`src/rtl/fp_alu_pkg.sv`:
```
// Shared FP ALU types and constants: operand width, arbiter FSM states, canonical IEEE-754 encodings.
// No logic and no latency; nothing here carries a handshake.
package fp_alu_pkg;

  localparam int FP_W = 32;

  localparam logic [FP_W-1:0] FP_POS_INF = 32'h7F80_0000;
  localparam logic [FP_W-1:0] FP_QNAN    = 32'h7FC0_0000;

  typedef enum logic [1:0] {
    IDLE = 2'd0,
    CALC = 2'd1,
    RESP = 2'd2
  } state_t;

endpackage

```
`src/rtl/fp_rr_arbiter.sv`:
```
// Round-robin picker: first asserted req at or after ptr, wrapping; one-hot gnt plus its index.
// Combinational, zero latency; en low forces no grant, so the caller owns all backpressure.
module fp_rr_arbiter #(
  parameter int N     = 4,
  parameter int IDX_W = (N > 1) ? $clog2(N) : 1
) (
  input  logic [N-1:0]     req,
  input  logic [IDX_W-1:0] ptr,
  input  logic             en,
  output logic [N-1:0]     gnt,
  output logic [IDX_W-1:0] gnt_idx
);

  always_comb begin
    logic             found;
    logic [IDX_W-1:0] k;
    int               j;
    gnt     = '0;
    gnt_idx = '0;
    found   = 1'b0;
    k       = '0;
    j       = 0;
    for (int i = 0; i < N; i++) begin
      j = int'(ptr) + i;
      if (j >= N) j = j - N;
      k = IDX_W'(j);
      if (en && !found && req[k]) begin
        found   = 1'b1;
        gnt[k]  = 1'b1;
        gnt_idx = k;
      end
    end
  end

endmodule

```
`src/rtl/fp_tree_multiplier.sv`:
```
// IEEE-754 single-precision multiply, round-to-nearest-even; subnormal inputs and results flush to signed zero.
// Purely combinational (no latency, no handshake); overflow flags a finite product that rounds past the largest normal.
module fp_tree_multiplier
  import fp_alu_pkg::*;
(
  input  logic [FP_W-1:0] a,
  input  logic [FP_W-1:0] b,
  output logic [FP_W-1:0] result,
  output logic            overflow
);

  logic        sign;
  logic [7:0]  ea, eb;
  logic        a_zero, b_zero, a_inf, b_inf, a_nan, b_nan;
  logic [47:0] prod;
  logic [23:0] sig;
  logic        guard, sticky, rnd;
  logic [24:0] rounded;
  logic [10:0] exp_n, exp_f;

  always_comb begin
    sign   = a[31] ^ b[31];
    ea     = a[30:23];
    eb     = b[30:23];
    a_zero = (ea == 8'd0);
    b_zero = (eb == 8'd0);
    a_inf  = (ea == 8'hFF) && (a[22:0] == 23'd0);
    b_inf  = (eb == 8'hFF) && (b[22:0] == 23'd0);
    a_nan  = (ea == 8'hFF) && (a[22:0] != 23'd0);
    b_nan  = (eb == 8'hFF) && (b[22:0] != 23'd0);

    // Significand product left to synthesis, which maps it onto a partial-product reduction tree.
    prod  = {24'd0, 1'b1, a[22:0]} * {24'd0, 1'b1, b[22:0]};
    exp_n = {3'b0, ea} + {3'b0, eb} - 11'd127 + {10'd0, prod[47]};

    if (prod[47]) begin
      sig    = prod[47:24];
      guard  = prod[23];
      sticky = |prod[22:0];
    end else begin
      sig    = prod[46:23];
      guard  = prod[22];
      sticky = |prod[21:0];
    end
    rnd     = guard & (sticky | sig[0]);
    rounded = {1'b0, sig} + {24'd0, rnd};
    exp_f   = exp_n + {10'd0, rounded[24]};

    // exp_f is two's complement; bit 10 set means the biased exponent went below zero.
    result   = '0;
    overflow = 1'b0;
    if (a_nan || b_nan || (a_inf && b_zero) || (a_zero && b_inf)) begin
      result = FP_QNAN;
    end else if (a_inf || b_inf) begin
      result = {sign, FP_POS_INF[30:0]};
    end else if (a_zero || b_zero || exp_f[10] || (exp_f == 11'd0)) begin
      result = {sign, 31'd0};
    end else if (exp_f >= 11'd255) begin
      result   = {sign, FP_POS_INF[30:0]};
      overflow = 1'b1;
    end else begin
      result = {sign, exp_f[7:0], rounded[24] ? rounded[23:1] : rounded[22:0]};
    end
  end

endmodule

```
`src/rtl/fp_mul_arbiter.sv`:
```
// Shares one fp_tree_multiplier among N_REQ requesters via round-robin; 2 cycles from request handshake to rsp_valid.
// One op in flight: no req_ready outside IDLE, and RESP holds its outputs until the owner asserts rsp_ready.
module fp_mul_arbiter
  import fp_alu_pkg::*;
#(
  parameter int N_REQ = 4,
  parameter int IDX_W = $clog2(N_REQ)
) (
  input  logic                  clk,
  input  logic                  rst,
  input  logic [N_REQ-1:0]      req_valid,
  output logic [N_REQ-1:0]      req_ready,
  input  logic [FP_W*N_REQ-1:0] req_a,
  input  logic [FP_W*N_REQ-1:0] req_b,
  output logic [N_REQ-1:0]      rsp_valid,
  input  logic [N_REQ-1:0]      rsp_ready,
  output logic [FP_W-1:0]       rsp_result,
  output logic                  rsp_overflow,
  output logic                  busy
);

  state_t           state;
  logic [IDX_W-1:0] ptr;
  logic [IDX_W-1:0] owner;
  logic [FP_W-1:0]  op_a, op_b;
  logic [FP_W-1:0]  res_q;
  logic             ovf_q;
  logic [N_REQ-1:0] rsp_valid_q;
  logic             busy_q;

  logic [N_REQ-1:0] gnt;
  logic [IDX_W-1:0] gnt_idx;
  logic [FP_W-1:0]  mul_result;
  logic             mul_ovf;

  // Gated by rst so no request can appear accepted during a reset cycle.
  fp_rr_arbiter #(
    .N     (N_REQ),
    .IDX_W (IDX_W)
  ) u_arb (
    .req     (req_valid),
    .ptr     (ptr),
    .en      ((state == IDLE) && !rst),
    .gnt     (gnt),
    .gnt_idx (gnt_idx)
  );

  fp_tree_multiplier u_mul (
    .a        (op_a),
    .b        (op_b),
    .result   (mul_result),
    .overflow (mul_ovf)
  );

  assign req_ready    = gnt;
  assign rsp_valid    = rsp_valid_q;
  assign rsp_result   = res_q;
  assign rsp_overflow = ovf_q;
  assign busy         = busy_q;

  always_ff @(posedge clk) begin
    if (rst) begin
      state       <= IDLE;
      ptr         <= '0;
      owner       <= '0;
      op_a        <= '0;
      op_b        <= '0;
      res_q       <= '0;
      ovf_q       <= 1'b0;
      rsp_valid_q <= '0;
      busy_q      <= 1'b0;
    end else begin
      case (state)
        IDLE: begin
          if (|gnt) begin
            op_a   <= req_a[FP_W*int'(gnt_idx) +: FP_W];
            op_b   <= req_b[FP_W*int'(gnt_idx) +: FP_W];
            owner  <= gnt_idx;
            ptr    <= (gnt_idx == IDX_W'(N_REQ - 1)) ? '0 : gnt_idx + 1'b1;
            busy_q <= 1'b1;
            state  <= CALC;
          end
        end
        CALC: begin
          res_q       <= mul_result;
          ovf_q       <= mul_ovf;
          rsp_valid_q <= N_REQ'(1) << owner;
          state       <= RESP;
        end
        RESP: begin
          // Only the owner's ready completes the response; other bits are don't-care.
          if (rsp_ready[owner]) begin
            rsp_valid_q <= '0;
            busy_q      <= 1'b0;
            state       <= IDLE;
          end
        end
        default: begin
          rsp_valid_q <= '0;
          busy_q      <= 1'b0;
          state       <= IDLE;
        end
      endcase
    end
  end

endmodule

```
`config.mk`:
```
export PLATFORM = sky130hd
export DESIGN_NAME = fp_mul_arbiter
export DESIGN_NICKNAME = d
export VERILOG_FILES = /design/src/rtl/fp_alu_pkg.sv /design/src/rtl/fp_rr_arbiter.sv /design/src/rtl/fp_tree_multiplier.sv /design/src/rtl/fp_mul_arbiter.sv
export SDC_FILE = /design/constraint.sdc
export NUM_CORES = 2
export LEC_CHECK = 0
export CORE_ASPECT_RATIO = 1.5
export CORE_MARGIN = 5
export CORE_UTILIZATION = 48
export CTS_BUF_LIST = sky130_fd_sc_hd__clkbuf_4 sky130_fd_sc_hd__clkbuf_8 sky130_fd_sc_hd__clkbuf_16
export CTS_CLUSTER_DIAMETER = 100
export CTS_CLUSTER_SIZE = 28
export DETAILED_ROUTE_END_ITERATION = 7
export GPL_ROUTABILITY_DRIVEN = 0
export HOLD_SLACK_MARGIN = 0.1
export PLACE_DENSITY = 0.74
export RECOVER_POWER = 50
export SLEW_MARGIN = 30
export SYNTH_ARGS = -nofsm -noshare
export SYNTH_HDL_FRONTEND = slang
export SYNTH_SLANG_ARGS = --single-unit
```
`constraint.sdc`:
```
create_clock -name clk -period 13.7 [get_ports clk]
set_clock_uncertainty 0.1 [all_clocks]
set_input_delay 2.74 -clock clk [delete_from_list [all_inputs] [get_ports clk]]
set_output_delay 2.74 -clock clk [all_outputs]
set_load 0.02 [all_outputs]
```
# Word level (Yosys, flattened, before mapping)
# Index checks and enable logic that the tools add are counted.
# op_classes
mux,54
n_eq_ne,7
shift,3
bitwise,8
order_cmp,14
n_reduce_logical,44
add_sub_neg,13
multipliers,1
# ops
op,count
128-bit by 8-bit indexed part select with 32-bit output,2
31-bit two-way mux,3
24-bit by 24-bit multiplier with 48-bit output,1
23-bit logical NOT,2
23-bit nonzero test,2
32-bit two-way mux,1
24-bit by 1-bit adder with 25-bit output,1
24-bit two-way mux,1
23-bit two-way mux,1
23-bit OR reduction,1
11-bit by 1-bit adder with 11-bit output,2
2-bit two-way mux,11
22-bit OR reduction,1
1-bit two-way mux,20
4-bit two-way mux,5
1-bit logical AND,18
8-bit equality test (second input constant),2
8-bit logical NOT,2
2-bit by 3-bit less-than comparator with 1-bit output (second input constant),5
4-bit bitwise OR,3
4-bit one-hot mux with 3 select lines,1
11-bit by 8-bit >= comparator with 1-bit output (second input constant),1
11-bit logical NOT,1
11-bit by 7-bit subtractor with 11-bit output (second input constant),1
27 further kinds,56
# totals
word_cells,153
inputBits,266
out_inout_bits,42
ff_bits,108

# Logic depth before layout (Yosys ltp)
# logic_depth
word_depth,21
mapped_depth,48
ltp_nobuf,42

# Hierarchy
# A second synthesis with hierarchy kept.
# hier_totals
cells_unflattened,3288
hier_area_um2,28006.9
# by_module_without_submodules
module,cells_each,area_per_inst_um2,n_inst
fp_tree_multiplier,2651,21906.0,1
fp_mul_arbiter,574,5569.1,1
fp_rr_arbiter,63,531.8,1

# Least setup slack after synthesis
# Ideal clock, no wire load.
# synth_path
path_kind,register -> register
startpoint,reg op_b[3]
endpoint,reg res_q[5] (netlist: rsp_result[5])
setup_time_ps,70
slack_ps,2694
t_arrival_ps,10836
stages_incl_launch_ff,48
synth_period_minus_slack_ps,11006
required_ps,13530
path_cell_list,dfxtp_1 clkbuf_1 clkbuf_1 nand2_1 fa_1 inv_1 fa_1 inv_1 fa_1 inv_1 fa_1 inv_1 fa_1 inv_1 fa_1 inv_1 fa_1 inv_1 (+12 left out) ha_1 and4_1 nand4_1 a211o_1 nor3_1 ha_1 fa_1 nand2_1 nor3_1 and2_1 nand4_1 a21oi_1 o31a_1 nand2_1 a211oi_2 buf_2 o211ai_1 a21oi_1
# synth_between
elab_chain_cells,12
# synth_rtl
item,line_no,source
"start, declared",fp_mul_arbiter.sv:25,"logic [FP_W-1:0] op_a, op_b;"
"start signal, assigned",fp_mul_arbiter.sv:77,op_b <= req_b[FP_W*int'(gnt_idx) +: FP_W];
24-bit by 24-bit multiplier with 48-bit output,fp_tree_multiplier.sv:33,"prod = {24'd0, 1'b1, a[22:0]} * {24'd0, 1'b1, b[22:0]};"
23-bit OR reduction / 22-bit OR reduction (equally long branches),"fp_tree_multiplier.sv:39, fp_tree_multiplier.sv:43",
1-bit two-way mux,fp_tree_multiplier.sv:36,if (prod[47]) begin
1-bit bitwise OR,fp_tree_multiplier.sv:45,rnd = guard & (sticky | sig[0]);
1-bit AND,fp_tree_multiplier.sv:45,
24-bit by 1-bit adder with 25-bit output,fp_tree_multiplier.sv:46,"rounded = {1'b0, sig} + {24'd0, rnd};"
11-bit by 1-bit adder with 11-bit output,fp_tree_multiplier.sv:47,"exp_f = exp_n + {10'd0, rounded[24]};"
11-bit by 8-bit >= comparator with 1-bit output (tied with other cells),fp_tree_multiplier.sv:58,end else if (exp_f >= 11'd255) begin
31-bit two-way mux / 1-bit logical OR (equally long branches),"fp_tree_multiplier.sv:58, fp_tree_multiplier.sv:56",
31-bit two-way mux,fp_tree_multiplier.sv:56,end else if (a_zero || b_zero || exp_f[10] || (exp_f == 11'd0)) begin
31-bit two-way mux,fp_tree_multiplier.sv:54,end else if (a_inf || b_inf) begin
32-bit two-way mux (*),fp_tree_multiplier.sv:52,if (a_nan || b_nan || (a_inf && b_zero) || (a_zero && b_inf)) begin
"end signal, assigned",fp_mul_arbiter.sv:85,res_q <= mul_result;
"end, declared",fp_mul_arbiter.sv:26,logic [FP_W-1:0] res_q;
# Mark *: on every way between the ends. The rest lies on a longest branch, timed or not.
# A chain may end at the register's enable or synchronous reset.

# Final worst setup path
# layout_path
startpoint,reg op_b[3]
endpoint,reg res_q[16] (netlist: rsp_result[16])
# The elaborated chain is that of the path after synthesis.

==> key figures <==
Outcome
  • Status: finished with violations
  • Failing checks: capacitance limit, slew limit

Clocking
  • CTS Buf Count: 9
  • H-tree depth: 3
  • Hold buffers post-CTS: 0
  • Worst-skew pair later-pin latency: 0.39 ns
  • Clock root buffer: clkbuf_16
  • CTS tree: built
  • # clock sinks: roughly 110
  • PostCTS Resize Cnt: 0
  • Clock transition at path regs: 0.08 ns
  • Clock buffer depth: 2
  • Postcts setup bufs: 0

Final layout
  • Antenna cells: 0
  • Layout Utilization: a little under three fifths
  • Syn-to-layout area delta: 14.5%
  • Nets: 4493
  • Fillers: 5196
  • Share of layout cells above drive strength 1: under 10%
  • Post-route cell area: 31500 sq um

Setup path
  • Worst-path maximum fanout: 25
  • Critical path type: reg2reg
  • Cell mode on critical path: fa_1
  • FF-to-FF Start: op_b[3]
  • WP data required: 13.86 ns
  • Crit-path slowest cell: dfxtp_1
  • CP Launch Type: flop
  • Critical path arrival: 12.69 ns
  • Max stage delay on crit path: 0.98 ns
  • Top Family by Delay on Critical Path: adder cells
  • Worst setup EP type: flop
  • Crit path from: op_b[3]
  • CP bufs+invs: 8

STA
  • Final hold slack: 0.375 ns
  • Max-slew violations: 227
  • Final critical-path required period: 12.52 ns
  • Final Cycle Share: 91.4%
  • Sum Neg Setup Slack: 0 ns
  • RSZ-0062 raised after global routing: false
  • Peak Freq: about 80 MHz
  • Slew margin rel.: -185%
  • Setup-failing EPs final: 0
  • Worst-Margin Slew: approximately 4.3 ns
  • Fin. Hold Viols: 0

Detailed routing
  • DR DRC count: 0
  • First DRT Iteration DRCs: 1743
  • Routed vias/inst: 5.72
  • Routed wire length per instance: around 21 um
  • Final ANT Viol Nets: 0
  • Drt total wl: about 90000 um
  • DR pass1 iterations: 6
  • Via Count: 24700

Logic synthesis
  • Compound-gate portion of the synthesized area: 13.3%
  • Cell Area, Synth: 27500 sq um
  • Post-synthesis cell count: 3382
  • Synthesized-area fraction occupied by adder cells: 44.0%
  • Seq/Total Area, Yosys: 7.85%
  • Synth area leaders: fa_1 (35%), ha_1 (8.8%), inv_1 (8.3%)
  • Synth area leader: fa_1
  • Post-Syn Nets: between 4000 and 5000
  • Avg Inst Size Synth: 8.14 sq um
  • Mux contribution to synthesized area: 0.890%
  • Cell variety after synth: 94
  • EDFF count, synth: 0
  • FF+latch count, synth: approximately 110
  • Post-Synth XOR/XNOR Area: 2.28%
  • Yosys top cell area share: 35.2%
  • Top_reg_cell synth: dfxtp_1
  • Ys Warns: 0
  • Main combinational cell family by area after synthesis: adder cells
  • Async S/R FF share, synth: 0%
  • Simple-gate portion of the synthesized area: 20.5%

Min path
  • Min-delay src: rsp_result[4]
  • Hold WC Path Type: reg2reg

Pwr
  • Cell area power density: roughly 190 nW/um^2
  • Maximum vdd drop: 189 uV
  • LEAKAGE: approximately 14 nW
  • Overall Power: roughly 6.0 mW

Place
  • Buffers on Ports: around 300
  • Dpl hpwl: 73100 um
  • Area post-placement: about 31000 sq um

Global route
  • Vias in the first global route: 25900
  • Antenna violations before repair: 1
  • All-Layer GR Usage: between 20% and 30%
  • GR Util met1: a little under a third
  • GR Util met3: around 4.6%
  • First-pass GRT wire length: between 100000 and 150000 um
  • Busiest grt layer: met2
  • GRT met2 Usage: between 50% and 60%
  • Largest net degree at the start of global routing: 90
  • Grt total ovfl: 0

Die
  • Die Ht: 303 um
  • Rows: 107
  • Die X: about 210 um
  • Initial Util: 48.4%
  • # IOs: 308
  • Full die area: 62400 sq um
  • Core area: 56900 sq um

Flow run
  • Max-Cap Viols: 3
[where the power goes]
part | switching (mW) | internal [mW] | total, mW
registers | 0.285 | 0.408 | 0.693
clock network | 0.142 | 0.147 | 0.289
logic | 3.25 | 1.78 | 5.03
[metal layers]
metal	wire length, um	up-vias
met5	35	-
met4	8450	2
met3	6200	429
met2	45900	1151
met1	29500	12100
li1	-	11100
[state kept, by name, summed over array words and instances (netlist names), named ones only]
signal        count
busy              1
op_a             32
op_b             32
owner             2
ptr               1
rsp_overflow      1
rsp_result       32
rsp_valid         4
state             2
[cells in the final DEF (no fill, tap or decap), drive strengths merged, types with 11 or more instances in the layout]
cell,count
and2,314
ha,194
buf,49
nor4,25
o21ai,82
a21oi,159
nor2,173
a21o,28
nand3,34
nor3,38
dlygate4sd3,39
a31oi,14
nand2,487
nand4,28
and3,11
fa,484
a311oi,66
clkbuf,13
xor2,28
mux2i,11
dfxtp,108
clkdlybuf4s50,267
o211ai,11
a211oi,80
inv,610
xnor2,39
[cells in the mapped netlist (5+ instances only)]
cell / n
or2_2: 8
nor3b_1: 5
o21a_1: 7
a22oi_1: 8
o31ai_1: 6
nor3_1: 37
dfxtp_1: 108
xnor2_1: 38
a21boi_0: 6
nand3_1: 34
o211ai_1: 10
o21ai_1: 8
buf_2: 7
a311oi_1: 66
a211oi_1: 76
nand2_1: 487
nand2b_1: 9
o21ai_0: 72
a21o_1: 28
nand4_1: 26
mux2i_1: 11
and2_1: 313
nor4_1: 24
or3_1: 9
inv_1: 606
a31oi_1: 13
o2111ai_1: 5
xor2_1: 25
o21bai_1: 5
ha_1: 194
buf_1: 8
and3_1: 11
nor2_1: 171
fa_1: 484
a211o_1: 5
a21oi_1: 158
clkbuf_1: 185
[kinds of logic after synthesis]
kind of cell | count (synthesis)
AND/OR/NAND/NOR | 1165
buffers and inverters | 812
adder cells (fa/ha/maj) | 678
AO/OA/AOI/OAI | 533
flip-flops | 108
XOR/XNOR | 67
multiplexers | 19
[stage by stage]
step,std cells,worst slack [ns]
floorplan,3382,2.69
global placement,4300,1.64
detailed placement,4300,1.37
CTS,4316,1.26
global route,4317,0.377
finish,4317,1.18
[area by class of cell]
cell class              instances  area (sq um)  area share [%]
clock buffers                   9           225           0.714
clock inverters                 7          91.3           0.290
inverters                     609          2290            7.25
multi-input cells            2462         22400            70.9
flip-flops and latches        108          2170            6.87
well taps                     763           955            3.03
repair buffers                359          3470            11.0
[worst min-delay path, cell delays in order, from the launching register on]
cell	delay, ns
dfxtp_1	0.32
nand2_1	0.06
o31ai_1	0.05
[worst paths after layout]
check                                       to  depth (start not counted)  slack (ns)
worst max register to register  rsp_result[16]                         43        1.18
worst max-delay path            rsp_result[16]                         43        1.18
worst min-delay path             rsp_result[4]                          2        0.38
worst min register to register   rsp_result[4]                          2        0.38
No activity file was read; power rests on OpenSTA's default activity.
